$ cat config.mk
export PLATFORM = sky130hd
export DESIGN_NAME = alu_core
export DESIGN_NICKNAME = d
export VERILOG_FILES = /design/src/rtl/alu_core.sv
export SDC_FILE = /design/constraint.sdc
export NUM_CORES = 1
export LEC_CHECK = 0
export CAP_MARGIN = 20
export CORE_UTILIZATION = 45
export DETAILED_ROUTE_END_ITERATION = 12
export PLACE_DENSITY = 0.78
export SETUP_SLACK_MARGIN = 0.5
export SYNTH_ARGS = -nofsm -noshare
export SYNTH_HDL_FRONTEND = slang
export SYNTH_SLANG_ARGS = --single-unit
$ cat constraint.sdc
create_clock -name clk -period 2.77 [get_ports clk]
set_input_delay 0.277 -clock clk [delete_from_list [all_inputs] [get_ports clk]]
set_output_delay 0.277 -clock clk [all_outputs]
set_load 0.01 [all_outputs]
$ cat src/rtl/alu_core.sv
// Single-stage registered ALU: 4-bit a, 5-bit b, 3-bit opcode.
// Produces a 5-bit result plus carry/borrow and zero flags one edge after sampling.
module alu_core (
  input  logic       clk,
  input  logic       rst_n,
  input  logic [3:0] a,
  input  logic [4:0] b,
  input  logic [2:0] command,
  output logic [4:0] sum,
  output logic       carry,
  output logic       zero
);

  localparam logic [2:0] OpZero = 3'b000;
  localparam logic [2:0] OpAdd  = 3'b001;
  localparam logic [2:0] OpSub  = 3'b010;
  localparam logic [2:0] OpAnd  = 3'b011;
  localparam logic [2:0] OpOr   = 3'b100;
  localparam logic [2:0] OpSlt  = 3'b101;
  localparam logic [2:0] OpXor  = 3'b110;
  localparam logic [2:0] OpNot  = 3'b111;

  logic [4:0] ax;
  logic [5:0] add_full;
  logic       a_lt_b;
  logic [4:0] sum_d;
  logic       carry_d;
  logic       zero_d;

  assign ax       = {1'b0, a};
  assign add_full = {1'b0, ax} + {1'b0, b};
  assign a_lt_b   = (ax < b);

  always_comb begin
    sum_d   = 5'd0;
    carry_d = 1'b0;
    unique case (command)
      OpZero: begin
        sum_d   = 5'd0;
        carry_d = 1'b0;
      end
      OpAdd: begin
        sum_d   = add_full[4:0];
        carry_d = add_full[5];
      end
      OpSub: begin
        sum_d   = ax - b;
        carry_d = a_lt_b;
      end
      OpAnd: sum_d = ax & b;
      OpOr:  sum_d = ax | b;
      OpSlt: sum_d = {4'd0, a_lt_b};
      OpXor: sum_d = ax ^ b;
      OpNot: sum_d = ~b;
      default: begin
        sum_d   = 5'd0;
        carry_d = 1'b0;
      end
    endcase
    zero_d = (sum_d == 5'd0);
  end

  always_ff @(posedge clk) begin
    if (!rst_n) begin
      sum   <= 5'd0;
      carry <= 1'b0;
      zero  <= 1'b1;
    end else begin
      sum   <= sum_d;
      carry <= carry_d;
      zero  <= zero_d;
    end
  end

endmodule

## Word-level counts from Yosys, hierarchy flattened

Index checks and enable logic that the tools add are counted.

| storage, ports and cells | value |
|---|---|
| input bits | 14 |
| output and inout port bits | 7 |
| bits in registers | 7 |
| logic and storage cells | 21 |

| cells by class | value |
|---|---|
| add/sub/neg operators | 2 |
| order comparisons | 1 |
| mux-type cells | 2 |
| equal/unequal tests | 7 |
| bitwise operators | 4 |
| reductions and logical operators | 2 |

Operator list:

| kind | count |
|---|---|
| 5-bit case mux with 8 select lines | 1 |
| 3-bit equality test, second input constant | 4 |
| 4-bit by 5-bit adder with 6-bit output | 1 |
| 3-bit by 2-bit equality test with 1-bit output, second input constant | 2 |
| 4-bit by 5-bit AND with 5-bit output | 1 |
| 5-bit logical NOT | 1 |
| 4-bit by 5-bit less-than comparator with 1-bit output | 1 |
| 5-bit NOT | 1 |
| 4-bit by 5-bit OR with 5-bit output | 1 |
| 4-bit by 5-bit subtractor with 5-bit output | 1 |
| 4-bit by 5-bit XOR with 5-bit output | 1 |
| 3-bit by 1-bit equality test with 1-bit output, second input constant | 1 |
| 3-bit logical NOT | 1 |
| 1-bit case mux with 2 select lines | 1 |

## Depth between registers and ports, before layout

| depth | value |
|---|---|
| word-level depth | 3 |
| gate-level depth with buffers | 9 |
| gate-level depth less buffers | 9 |

## Least setup slack after synthesis

Ideal clock, no wire load.

| timing | value |
|---|---|
| path kind | input port to flip-flop |
| start point | in a[0] |
| end point | reg zero |
| setup time | 63 ps |
| stages | 9 |
| slack | 764 ps |
| buffers on the path | 0 |
| arrival time | 1943 ps |
| required time | 2707 ps |
| cell sequence | inv_1 -> ha_1 -> fa_1 -> o21bai_1 -> a21oi_1 -> mux2_1 -> a221o_1 -> o21ai_2 -> a41o_1 |

| between the ends | value |
|---|---|
| longest elaborated chain between the ends | 3 |
| elaborated cells between the ends (all ways) | 8 |
| those cells by class | add/sub: 2; order compare: 1; mux: 1; bitwise: 3; reduce/logical: 1 |

RTL lines:

| what | line | source |
|---|---|---|
| start: declaration | 6 | `input logic [3:0] a,` |
| 4-bit by 5-bit subtractor with 5-bit output (tied with other cells) | 47 | `sum_d = ax - b;` |
| 5-bit case mux with 8 select lines * | 37 | `unique case (command)` |
| 5-bit logical NOT * | 60 | `zero_d = (sum_d == 5'd0);` |
| end signal: assignment | 71 | `zero <= zero_d;` |
| end: declaration | 11 | `output logic zero` |

Mark *: on every way between the ends. The rest lies on a longest branch, timed or not.
A chain may end at the register's enable or synchronous reset.

## Worst setup path after layout

| timing | value |
|---|---|
| start point | in a[2] |
| end point | reg zero |

The elaborated chain is that of the path after synthesis.

==> results by group <==
GRT
  – Largest net degree at the start of global routing: 17
  – Total track usage: 0.214
  – Vias in the first global route: 789
  – First-pass GRT wire length: between 3000 and 4000 um
  – Remaining Overflow, GRT: 0
  – Initial antenna violation count: 0

Pwr
  – Total power: approximately 0.37 mW
  – Peak supply drop: approximately 0.17 mV
  – PD cells: 319 mW/mm2
  – Lkg Pwr: 0.523 nW

Worst setup path
  – Endpoint class of the critical path: flop
  – Crit Path Max Fanout: 5
  – Critical Path Start Type: input pin
  – WP data required: between 2 and 3 ns
  – CP Class: input pin to flop
  – Crit path DAT: between 2 and 2.5 ns

CTS
  – Clock transition at the registers of the reported paths: 0.05 ns
  – CTS H-tree depth: 1
  – CTS tree: yes
  – CTS Hold Bufs: 0
  – Clk buf depth: 2
  – Clock Sinks: 7
  – CTS Buf Count: 3
  – Clk root buf: clkbuf_4

Route
  – Drt drc: 0
  – DRT Pass-1 Iters: 4
  – Initial DRC count: 22
  – Post-Route WL: roughly 2000 um
  – Via count: between 800 and 900
  – Avg Vias per Cell: ~5.4
  – Drt wl/cell: approximately 12 um
  – DRT antenna net count: 0

Run status
  – Status: finished, final reports clean

Placement
  – DP Area: between 0.001 and 0.0015 mm2
  – IO buf count: 20
  – Final HPWL DP: 1510 um
  – GP Congestion: 0.867

Floorplan
  – # IOs: 21
  – Die span in y: about 46 um
  – Row count: 15
  – Die area: a little over 0.002 mm2
  – Core ar.: between 0.0015 and 0.002 mm2
  – Initial core utilization: 0.489
  – Die width: approximately 46 um

Synthesis
  – Synthesized area: around 850 um2
  – Synth async-reset ratio: 0
  – Multiplexer area fraction after synthesis: 0.0425
  – Post-synth cell types: 37
  – Synth Area in Adders: 0.223
  – Dominant synthesized flop cell: dfxtp_1
  – Register area share after synthesis: 0.164
  – Number of synthesized flops with an enable pin: 0
  – Synth Area in XOR/XNOR: 0.0308
  – #FFs+latches synth: 7
  – Syn Area/Cell: roughly 8 um2
  – Post-synthesis cell count: about 110
  – Main combinational cell family by area after synthesis: compound AO/OA/AOI/OAI gates
  – Simple-gate portion of the synthesized area: 0.205
  – Mapped Nets: roughly 140
  – Compound-Gate Fraction of Synth Area: 0.254
  – Yosys warning count: 0

STA
  – Max Fclk: 460 MHz
  – Tightest Pin Transition: 0.629 ns
  – Fin crit period: between 2 and 2.5 ns
  – Max_slew headroom: 0.577
  – Final max-slew violation count: 0
  – Finish-stage setup viols: 0
  – Period utilisation layout: 0.786
  – RSZ-0062 raised after global routing: no
  – Final Hold Vio Count: 0
  – Setup TNS: 0 ns

Cells and area
  – Design area: approximately 0.0012 mm2
  – Layout Area Growth over Synthesis: 37.4%
  – Layout fillers: 155
  – Nets@finish: around 160
  – Share of layout cells above drive strength 1: 0.143
  – # diodes: 0

Worst hold path
  – Worst hold path type: input pin to flop

Flow run
  – Max Cap Viol: 0
==> cell usage after synthesis, drive strengths merged (2+ instances only) <==
library cell  number  area (um2)
nor3b              2        15.0
o21bai             4        30.0
o21ai              4        23.8
inv               12        45.0
nor3               3        15.0
a31oi              3        18.8
ha                12         150
fa                 2        40.0
a211oi             2        15.0
a21oi              7        35.0
xnor2              2        17.5
nor2b              4        25.0
dfxtp              7         140
mux2               2        26.3
a32oi              2        17.5
clkbuf             2        7.51
nand2b             5        31.3
nand2              4        15.0
nor2              15        56.3
buf                2        16.3
==> per-stage QoR <==
| stage | setup slack (ns) | util | hold slack [ns] | cells |
|---|---|---|---|---|
| after global routing | 0.505 | 0.672 | 0.646 | 158 |
| after CTS | 0.533 | 0.652 | 0.637 | 158 |
| final | 0.594 | 0.672 | 0.638 | 158 |
| after floorplan | 0.764 | - | 0.444 | 109 |
| after detailed placement | 0.0577 | 0.621 | 0.880 | 153 |
| after global placement | 0.0915 | 0.621 | 0.881 | 153 |
==> timing repair <==
item | CTS | global route
setup endpoints to repair | 2 | 2
hold endpoints to repair | 0 | 0
pin swaps | 4 | 0
gates resized for setup | 7 | 7
setup buffers | 1 | 0
==> final timing paths <==
path,startpoint,to,slack [ns],cells after the start
min,rst_n,carry$_SDFF_PN0_,0.64,2
max,a[2],zero$_SDFF_PN1_,0.59,9
==> registers in the layout, summed over array words and instances, names as in the netlist <==
register / flops
sum: 5
zero: 1
carry: 1
==> final cells by class <==
| type | instances | area, um2 | area share |
|---|---|---|---|
| Inverter | 12 | 45.0 | 0.0384 |
| Sequential cell | 7 | 140 | 0.120 |
| Multi-Input combinational cell | 86 | 697 | 0.594 |
| Timing Repair Buffer | 24 | 233 | 0.199 |
| Tap cell | 25 | 31.3 | 0.0267 |
| Clock buffer | 4 | 26.3 | 0.0224 |
==> cell families after synthesis <==
| group | count (synthesis) |
|---|---|
| adders and majority gates | 14 |
| DFF | 7 |
| buffers and inverters | 16 |
| muxes | 3 |
| and+or+nand+nor | 35 |
| AOI/OAI and AO/OA | 31 |
| xor gates and xnor gates | 3 |
==> layout by cell type, fill, tap and decap left out, drive strengths merged, types with 2 or more instances in the layout <==
cell | netlist | routed
a211oi | 2 | 2
a21oi | 7 | 7
a31oi | 3 | 3
a32oi | 2 | 2
buf | 2 | 4
clkbuf | 2 | 4
clkdlybuf4s50 | 0 | 16
dfxtp | 7 | 7
dlygate4sd2 | 0 | 2
dlymetal6s2s | 0 | 2
fa | 2 | 2
ha | 12 | 12
inv | 12 | 12
mux2 | 2 | 2
nand2 | 4 | 4
nand2b | 5 | 5
nor2 | 15 | 15
nor2b | 4 | 4
nor3 | 3 | 3
nor3b | 2 | 2
o21ai | 4 | 4
o21bai | 4 | 4
xnor2 | 2 | 2
==> layer usage <==
metal	vias up	wire length, um	track usage	part of all wire
li1	429	-	-	-
met1	401	880	0.260	0.45
met2	23	1010	0.383	0.51
met3	3	60	0.0238	0.030
met4	0	23	0.0727	0.012
met5	-	0	0	0
==> power breakdown <==
| part | leakage [nW] | switching, mW | internal (mW) |
|---|---|---|---|
| logic | 0.450 | 0.0867 | 0.0875 |
| registers | 0.0579 | 0.00179 | 0.109 |
| clock network | 0.0150 | 0.0345 | 0.0548 |
==> worst max-delay path, cell delays in order <==
cell,delay [ns]
clkdlybuf4s50_1,0.51
inv_1,0.09
ha_4,0.30
o21bai_1,0.09
a21oi_1,0.16
mux2_1,0.34
a221o_1,0.35
o21ai_2,0.08
a41o_1,0.17
Note: power is estimated with default switching activity, not from simulation.
